==> src/rtl/perceptron_pkg.sv <==
// rtl/perceptron_pkg.sv - perceptron trainer state encoding, fixed-point constants and word-width helper
package perceptron_pkg;

  typedef enum logic [2:0] {
    IDLE,
    MAC,
    PRED,
    UPDATE,
    DONE
  } state_t;

  // Reference format is Q15.16 in a 32-bit word; other formats rescale ONE.
  localparam int unsigned DEF_Q_N = 16;
  localparam logic [31:0] ONE     = 32'h0001_0000;
  localparam logic [31:0] ZERO    = 32'h0000_0000;

  function automatic int unsigned fxp_width(input int unsigned sign,
                                            input int unsigned qm,
                                            input int unsigned qn);
    return sign + qm + qn;
  endfunction

endpackage

==> src/rtl/fxp_mul.sv <==
// rtl/fxp_mul.sv - signed WxW fixed-point multiply: full product, arithmetic shift by Q_N, truncate to W
module fxp_mul #(
  parameter int unsigned W   = 32,
  parameter int unsigned Q_N = 16
) (
  input  logic signed [W-1:0] a_i,
  input  logic signed [W-1:0] b_i,
  output logic signed [W-1:0] p_o
);

  logic signed [2*W-1:0] full;

  always_comb begin
    full = (2*W)'(a_i) * (2*W)'(b_i);
    p_o  = W'(full >>> Q_N);
  end

endmodule

==> src/rtl/neuron_trainer_n.sv <==
// rtl/neuron_trainer_n.sv - single-neuron perceptron trainer with one shared fixed-point multiplier
// Define SATURATE_EN to clamp accumulator and weight additions instead of wrapping.
module neuron_trainer_n
  import perceptron_pkg::*;
#(
  parameter int unsigned                  N_INPUTS         = 2,
  parameter int unsigned                  SIGN             = 1,
  parameter int unsigned                  Q_M              = 15,
  parameter int unsigned                  Q_N              = 16,
  parameter logic [SIGN+Q_M+Q_N-1:0]      LEARNING_RATE    = 32'h0001_0000,
  parameter logic [SIGN+Q_M+Q_N-1:0]      INIT_WEIGHT      = 32'h0001_0000,
  parameter int unsigned                  TRAIN_ITERATIONS = 10
) (
  input  logic                                       clk_i,
  input  logic                                       reset_i,
  input  logic [N_INPUTS*(SIGN+Q_M+Q_N)-1:0]         x_i,
  input  logic [SIGN+Q_M+Q_N-1:0]                    target_i,
  input  logic                                       valid_i,
  output logic                                       ready_o,
  output logic [(N_INPUTS+1)*(SIGN+Q_M+Q_N)-1:0]     weights_o,
  output logic [SIGN+Q_M+Q_N-1:0]                    pred_o,
  output logic [SIGN+Q_M+Q_N-1:0]                    err_o,
  output logic [15:0]                                iter_o,
  output logic                                       done_o
);

  localparam int unsigned W  = fxp_width(SIGN, Q_M, Q_N);
  localparam int unsigned NW = N_INPUTS + 1;
  localparam int unsigned IW = $clog2(NW);

  localparam logic [W-1:0] ONE_W  = (Q_N == DEF_Q_N) ? W'(ONE) : (W'(1) << Q_N);
  localparam logic [W-1:0] ZERO_W = W'(ZERO);
  localparam logic [W-1:0] MAX_W  = {1'b0, {(W-1){1'b1}}};
  localparam logic [W-1:0] MIN_W  = {1'b1, {(W-1){1'b0}}};

  function automatic logic [W-1:0] add_w(input logic [W-1:0] a, input logic [W-1:0] b);
`ifdef SATURATE_EN
    logic [W:0] s;
    s = {a[W-1], a} + {b[W-1], b};
    if (s[W] != s[W-1]) return s[W] ? MIN_W : MAX_W;
    return s[W-1:0];
`else
    return a + b;
`endif
  endfunction

  state_t               state_q, state_d;
  logic [IW-1:0]        idx_q, idx_d;
  logic [NW*W-1:0]      w_q, w_d;
  logic [N_INPUTS*W-1:0] x_q, x_d;
  logic [W-1:0]         target_q, target_d;
  logic [W-1:0]         acc_q, acc_d;
  logic [W-1:0]         scale_q, scale_d;
  logic [W-1:0]         pred_q, pred_d;
  logic [W-1:0]         err_q, err_d;
  logic [15:0]          iter_q, iter_d;

  logic [W-1:0] mul_a, mul_b, mul_p, opnd;
  logic         last_idx;

  fxp_mul #(.W(W), .Q_N(Q_N)) u_mul (
    .a_i (mul_a),
    .b_i (mul_b),
    .p_o (mul_p)
  );

  always_comb begin
    state_d  = state_q;
    idx_d    = idx_q;
    w_d      = w_q;
    x_d      = x_q;
    target_d = target_q;
    acc_d    = acc_q;
    scale_d  = scale_q;
    pred_d   = pred_q;
    err_d    = err_q;
    iter_d   = iter_q;
    mul_a    = ZERO_W;
    mul_b    = ZERO_W;
    // The top slot is the bias, whose input is the constant 1.0.
    last_idx = (idx_q == IW'(N_INPUTS));
    opnd     = last_idx ? ONE_W : x_q[idx_q*W +: W];

    case (state_q)
      IDLE: begin
        if (valid_i) begin
          x_d      = x_i;
          target_d = target_i;
          acc_d    = ZERO_W;
          idx_d    = '0;
          state_d  = MAC;
        end
      end
      MAC: begin
        mul_a = w_q[idx_q*W +: W];
        mul_b = opnd;
        acc_d = add_w(acc_q, mul_p);
        if (last_idx) begin
          idx_d   = '0;
          state_d = PRED;
        end else begin
          idx_d = idx_q + 1'b1;
        end
      end
      PRED: begin
        pred_d  = acc_q[W-1] ? ZERO_W : ONE_W;
        err_d   = target_q - pred_d;
        // Pre-scale the error once so each UPDATE cycle needs a single multiply.
        mul_a   = LEARNING_RATE;
        mul_b   = err_d;
        scale_d = mul_p;
        state_d = UPDATE;
      end
      UPDATE: begin
        mul_a = scale_q;
        mul_b = opnd;
        w_d[idx_q*W +: W] = add_w(w_q[idx_q*W +: W], mul_p);
        if (last_idx) begin
          idx_d   = '0;
          iter_d  = iter_q + 16'd1;
          state_d = (iter_d == 16'(TRAIN_ITERATIONS)) ? DONE : IDLE;
        end else begin
          idx_d = idx_q + 1'b1;
        end
      end
      DONE: begin
        state_d = DONE;
      end
      default: begin
        state_d = IDLE;
      end
    endcase
  end

  always_ff @(posedge clk_i or posedge reset_i) begin
    if (reset_i) begin
      state_q  <= IDLE;
      idx_q    <= '0;
      w_q      <= {NW{INIT_WEIGHT}};
      x_q      <= '0;
      target_q <= '0;
      acc_q    <= '0;
      scale_q  <= '0;
      pred_q   <= '0;
      err_q    <= '0;
      iter_q   <= '0;
    end else begin
      state_q  <= state_d;
      idx_q    <= idx_d;
      w_q      <= w_d;
      x_q      <= x_d;
      target_q <= target_d;
      acc_q    <= acc_d;
      scale_q  <= scale_d;
      pred_q   <= pred_d;
      err_q    <= err_d;
      iter_q   <= iter_d;
    end
  end

  assign ready_o   = (state_q == IDLE);
  assign done_o    = (state_q == DONE);
  assign weights_o = w_q;
  assign pred_o    = pred_q;
  assign err_o     = err_q;
  assign iter_o    = iter_q;

endmodule

==> config.mk <==
export PLATFORM = sky130hd
export DESIGN_NAME = neuron_trainer_n
export DESIGN_NICKNAME = d
export VERILOG_FILES = /design/src/rtl/perceptron_pkg.sv /design/src/rtl/fxp_mul.sv /design/src/rtl/neuron_trainer_n.sv
export SDC_FILE = /design/constraint.sdc
export NUM_CORES = 2
export LEC_CHECK = 0
export BUFFER_PORTS_ARGS = -buffer_cell sky130_fd_sc_hd__buf_4
export CORE_MARGIN = 2
export CORE_UTILIZATION = 40
export CTS_CLUSTER_DIAMETER = 30
export DETAILED_ROUTE_END_ITERATION = 7
export GPL_TIMING_DRIVEN = 1
export PLACE_DENSITY = 0.64
export SLEW_MARGIN = 10
export SYNTH_ARGS = -nofsm -noshare
export SYNTH_HDL_FRONTEND = slang
export SYNTH_SLANG_ARGS = --single-unit
==> constraint.sdc <==
create_clock -name clk_i -period 20 [get_ports clk_i]
set_input_delay 3 -clock clk_i [delete_from_list [all_inputs] [get_ports clk_i]]
set_output_delay 3 -clock clk_i [all_outputs]
set_load 0.03 [all_outputs]
-- Word level (Yosys, flattened, before mapping)
Index checks and enable logic that the tools add are counted.
- add/subtract/negate cells: 6
- $mul: 1
- equal/unequal tests: 9
- shift operators: 4
- mux-type cells: 15
- reductions and logical operators: 9
- operators by type and width (cell ; count):
    32-bit one-hot mux with 2 select lines ; 2
    96-bit bitwise mux ; 1
    32-bit one-hot mux with 3 select lines ; 1
    32-bit by 34-bit variable shift with 96-bit output (first input constant) ; 1
    32-bit by 34-bit indexed part select with 96-bit output ; 1
    96-bit by 8-bit indexed part select with 32-bit output ; 1
    32-bit adder ; 2
    32-bit two-way mux ; 2
    64-bit by 8-bit indexed part select with 32-bit output ; 1
    32-bit by 32-bit multiplier with 48-bit output ; 1
    7-bit negation with 34-bit output ; 1
    32-bit by 17-bit subtractor with 32-bit output ; 1
    17-bit two-way mux ; 1
    16-bit by 1-bit adder with 16-bit output (second input constant) ; 1
    16-bit by 4-bit equality test with 1-bit output (second input constant) ; 1
    3-bit one-hot mux with 5 select lines ; 1
    3-bit two-way mux ; 4
    2-bit AND reduction ; 4
    3-bit by 2-bit equality test with 1-bit output (second input constant) ; 2
    2-bit != test (second input constant) ; 3
    2-bit two-way mux ; 2
    2-bit one-hot mux with 2 select lines ; 1
    2-bit nonzero test ; 2
    3-bit by 1-bit equality test with 1-bit output (second input constant) ; 1
    other kinds (6) ; 6
- flip-flop bits (word level): 341
- input port bits: 99
- output and inout bits: 178
- word-level logic and storage cells: 54

-- Depth between registers and ports, before layout
- depth after elaboration: 7
- mapped depth: 51
- depth with buffers taken out: 45

-- Hierarchy
A second synthesis with hierarchy kept.
- cell total of the unflattened synthesis: 5097
- area, all modules: 46072.9 um^2
- by module, submodules not included (module ; times used ; cells each ; area each (um^2) ; sequential area each (um^2)):
    fxp_mul ; 1 ; 3142 ; 28905.2 ; 0.0
    neuron_trainer_n ; 1 ; 1955 ; 17167.7 ; 7761.2

-- Least setup slack after synthesis
No wires, ideal clock.
- kind: reg2reg
- start point: reg idx_q[0]
- end point: reg w_q[31] (netlist: weights_o[31])
- library setup time: 95 ps
- data arrival time: 11728 ps
- slack: 8177 ps
- cell stages (with the launch flop): 50
- buffers on the path: 8
- cell sequence: dfrtp_1 > buf_2 > buf_4 > buf_4 > buf_2 > buf_2 > buf_1 > clkbuf_1 > mux2i_1 > o21ai_0 > clkbuf_1 > nand2_1 > fa_1 > inv_1 > fa_1 > fa_1 > fa_1 > inv_1 > (+14 left out) > a21oi_1 > nor2b_1 > nor2_1 > o21bai_1 > xor2_1 > ha_1 > a21o_1 > a21oi_1 > o21bai_1 > a2111oi_0 > o21ai_0 > o21a_1 > o31ai_1 > and3_1 > a21oi_1 > a311oi_1 > nor3_1 > o31ai_1
- cells in the longest elaborated chain, start to end: 7
- RTL lines (what ; line ; RTL):
    start: declaration ; neuron_trainer_n.sv:48 ; logic [IW-1:0] idx_q, idx_d;
    start signal: assignment ; neuron_trainer_n.sv:149 ; idx_q <= idx_d;
    64-bit by 8-bit indexed part select with 32-bit output / 2-bit equality test (equally long branches) ; neuron_trainer_n.sv:82, neuron_trainer_n.sv:81 ;
    32-bit two-way mux ; neuron_trainer_n.sv:82 ; opnd = last_idx ? ONE_W : x_q[idx_q*W +: W];
    32-bit one-hot mux with 2 select lines ; neuron_trainer_n.sv:84 ; case (state_q)
    32-bit by 32-bit multiplier with 48-bit output (*) ; fxp_mul.sv:14 ; full = (2*W)'(a_i) * (2*W)'(b_i);
    named net mul_p[12] ; neuron_trainer_n.sv:58 ; logic [W-1:0] mul_a, mul_b, mul_p, opnd;
    32-bit adder (*) ; neuron_trainer_n.sv:43 ; return a + b;
    32-bit by 34-bit indexed part select with 96-bit output (*) ; neuron_trainer_n.sv:117 ; w_d[idx_q*W +: W] = add_w(w_q[idx_q*W +: W], mul_p);
    96-bit bitwise mux (*) ; neuron_trainer_n.sv:117 ;
    end signal: assignment ; neuron_trainer_n.sv:139 ; w_q <= {NW{INIT_WEIGHT}};
    end signal: assignment ; neuron_trainer_n.sv:150 ; w_q <= w_d;
    end: declaration ; neuron_trainer_n.sv:49 ; logic [NW*W-1:0] w_q, w_d;
The timed path passes the listed nets; every way through them passes the cells marked *.
A chain may end at the register's enable or synchronous reset.

-- Final worst setup path
- start point: reg idx_q[0]
- end point: reg acc_q[30]
- cells in the longest elaborated chain, start to end: 6
- RTL lines (what ; line ; RTL):
    64-bit by 8-bit indexed part select with 32-bit output / 2-bit equality test (equally long branches) ; neuron_trainer_n.sv:82, neuron_trainer_n.sv:81 ;
    32-bit two-way mux ; neuron_trainer_n.sv:82 ;
    32-bit one-hot mux with 2 select lines ; neuron_trainer_n.sv:84 ;
    32-bit by 32-bit multiplier with 48-bit output (*) ; fxp_mul.sv:14 ;
    named net mul_p[16] ; neuron_trainer_n.sv:58 ;
    32-bit adder (*) ; neuron_trainer_n.sv:43 ;
    32-bit one-hot mux with 2 select lines (*) ; neuron_trainer_n.sv:84 ;
    end signal: assignment ; neuron_trainer_n.sv:142 ; acc_q <= '0;
    end signal: assignment ; neuron_trainer_n.sv:153 ; acc_q <= acc_d;
    end: declaration ; neuron_trainer_n.sv:52 ; logic [W-1:0] acc_q, acc_d;
Marks and branches as above.

==> key figures <==
Critical path
  • Reg-to-Reg End: acc_q[30]$_DFFE_PP0P_
  • Most used cell along the critical path: fa_1
  • Crit path depth: 39
  • Worst R2R Setup Slack: 6.57 ns
  • Worst-path fanout max: 44
  • Delay of the slowest critical-path stage: between 0.8 and 0.9 ns
  • Crit path launch: idx_q[0]$_DFFE_PP0P_
  • Req. time, crit path: roughly 20 ns
  • Buf+Inv Stages, Crit Path: 7
  • Worst setup SP type: register
  • Crit path kind: reg -> reg
  • Crit path max-delay family: adder cells
  • Reg2Reg Launch Point: idx_q[0]$_DFFE_PP0P_
  • Worst r2r path cells: 39
  • Nature of the critical path endpoint: register
  • Worst Setup EP: acc_q[30]$_DFFE_PP0P_
  • Crit path DAT: ~14 ns
  • Worst path slowest cell: dfrtp_4

Outcome
  • Outcome: finished clean

Drt
  • Drt drc: 0
  • 1st-iter DRT viols: 2,675
  • Via count: 34,900
  • Initial DRT Pass Iterations: 6
  • Drt via density: 5.34
  • Drt wl/cell: about 22 um
  • Post-route ant nets: 0
  • Post-Route WL: 143,000 um

Synthesis
  • Synth Register Bits: 310
  • Synth area leaders: fa_1 (37%), dfrtp_1 (17%), inv_1 (7.5%), nand2_1 (7.3%), ha_1 (6.6%)
  • Post-Synthesis Cell Area: between 40,000 and 50,000 sq um
  • Post-synth top area cell: fa_1
  • Synthesized area per cell: approximately 9.4 sq um
  • Post-synthesis sequential area ratio: 0.172
  • Ys flop type: dfrtp_1
  • Cells after Synth: approximately 4,800
  • Unique masters post-synth: 88
  • Yosys top cell area share: 0.373
  • Fraction of registers with async set or reset after synthesis: 1.00
  • Ys Warns: 0
  • EDFF count, synth: 0

Layout
  • N_diodes: 0
  • Layout Nets: ~6,200
  • Fin cells: roughly 6,500
  • Layout cell share with drive strength beyond 1: 0.131
  • Area delta synth->final: 13.9%
  • Commonest non-fill, non-tap cell in the layout: inv_1
  • Filler cell count: 10,700
  • Most frequent cells in the layout: inv_1 (894), nand2_1 (874), fa_1 (840), buf_4 (349), dfrtp_1 (305)

Place
  • Port buffer count: ~250
  • Pre-CTS WS: 6.83 ns
  • RePlAce Congestion: 0.942
  • Dpl hpwl: around 110,000 um
  • Dpl cells: ~6,400

STA
  • Worst Clk Skew: 0.0461 ns
  • Count of final max-slew check failures: 0
  • PnR worst setup slack: ~6.6 ns
  • Worst hold slack: roughly 0.46 ns
  • Worst-Margin Slew: between 1 and 1.5 ns
  • Period utilization: 0.672
  • Setup Viol. Count Final: 0
  • RSZ-0062 raised after global routing: false
  • Relative slew slack: 0.274
  • Tmin final: approximately 13 ns
  • Final Hold Viols: 0
  • Setup Total Neg Slack: 0 ns
  • Fmax: 74.4 MHz

Global route
  • Initial antenna violation count: 4
  • Largest net degree at the start of global routing: around 120
  • First-pass GRT wire length: between 200,000 and 250,000 um
  • Vias in the first global route: between 30,000 and 40,000
  • GRT Total Usage: 0.252
  • Grt total ovfl: 0

Clock network
  • Num CTS Buffers: between 70 and 80
  • CTS tree: built
  • Postcts setup bufs: 0
  • Reg clk slew, reported paths: 0.05 ns
  • CTS resizes: 0
  • Worst-skew pair later-pin latency: just over 0.6 ns
  • Hold buffer count at CTS: 0
  • H-Tree Depth: 3
  • Clock sinks: between 300 and 400
  • Clock Path Buffers: 3
  • CTS Root Buffer Type: clkbuf_16

Floorplanning
  • Die Span X: about 340 um
  • Rows: 123
  • Die Y-Extent: 339 um
  • IO Pins: between 200 and 300
  • Die area: around 120,000 sq um
  • Core Region: approximately 110,000 sq um
  • Starting Density: 0.402

Flow run
  • Max-cap check violation count: 0

Hold path
  • HP Class: reg -> reg
  • Worst hold stages: 2
cell type report:
| cell class | instances | area, sq um | area share |
|---|---|---|---|
| Clock buffer | 98 | 2080 | 0.0406 |
| Clock inverter | 37 | 544 | 0.0106 |
| Inverter | 896 | 3370 | 0.0657 |
| Multi-Input combinational cell | 3352 | 33000 | 0.644 |
| Sequential cell | 310 | 7770 | 0.151 |
| Tap cell | 1500 | 1880 | 0.0366 |
| Timing Repair Buffer | 349 | 2620 | 0.0511 |
worst min-delay path, stage by stage (launching register included):
cell     delay [ns]
dfrtp_1        0.33
nand2_1        0.05
nand2_1        0.05
Yosys cell counts, drive strengths merged, types with 37 or more instances:
master	number
mux2i	69
and2	70
buf	57
a21oi	85
nand2b	41
xnor2	94
mux2	118
a22o	71
nand2	874
nor3	37
dfrtp	307
inv	895
o21ai	121
clkbuf	219
xor2	46
fa	840
ha	237
nor2	230
flip-flops by register name, summed over array words and instances (netlist names):
name       cells
state_q        3
iter_o        16
idx_q          2
acc_q         32
err_o         32
target_q      32
pred_o         1
scale_q       32
x_q           64
weights_o     96
worst min-delay path by stage:
stage	endpoint	startpoint	slack (ns)
after floorplan	scale_q[0]$_DFFE_PP0P_	scale_q[0]$_DFFE_PP0P_	0.44
after global placement	scale_q[31]$_DFFE_PP0P_	scale_q[31]$_DFFE_PP0P_	0.45
after detailed placement	scale_q[31]$_DFFE_PP0P_	scale_q[31]$_DFFE_PP0P_	0.45
after CTS	scale_q[18]$_DFFE_PP0P_	scale_q[18]$_DFFE_PP0P_	0.46
after global routing	scale_q[4]$_DFFE_PP0P_	scale_q[4]$_DFFE_PP0P_	0.49
final	scale_q[6]$_DFFE_PP0P_	scale_q[6]$_DFFE_PP0P_	0.46
per-layer routing:
metal  track usage  up-vias  share of wire
met5             0        -        0.00020
met4         0.121        4          0.054
met3        0.0518      397          0.084
met2         0.418     1525           0.48
met1         0.313    17900           0.38
li1              -    15100              -
cells by family after synthesis:
logic type,count (synthesis),share of synthesized area
compound gates,521,0.0798
xor+xnor,148,0.0313
fa+ha+maj,1077,0.439
buf+inv,1172,0.101
flops,310,0.172
mux,187,0.0449
other cells,1,0.0000833
simple gates,1388,0.131
stage by stage:
step,utilization,instance area [sq um]
global placement,0.434,48700
finish,0.458,51300
floorplan,-,45100
global route,0.458,51300
detailed placement,0.434,48700
CTS,0.458,51300
Power is not shown: default switching activity piles up to over one toggle a cycle in this logic, so the estimate is an artifact.
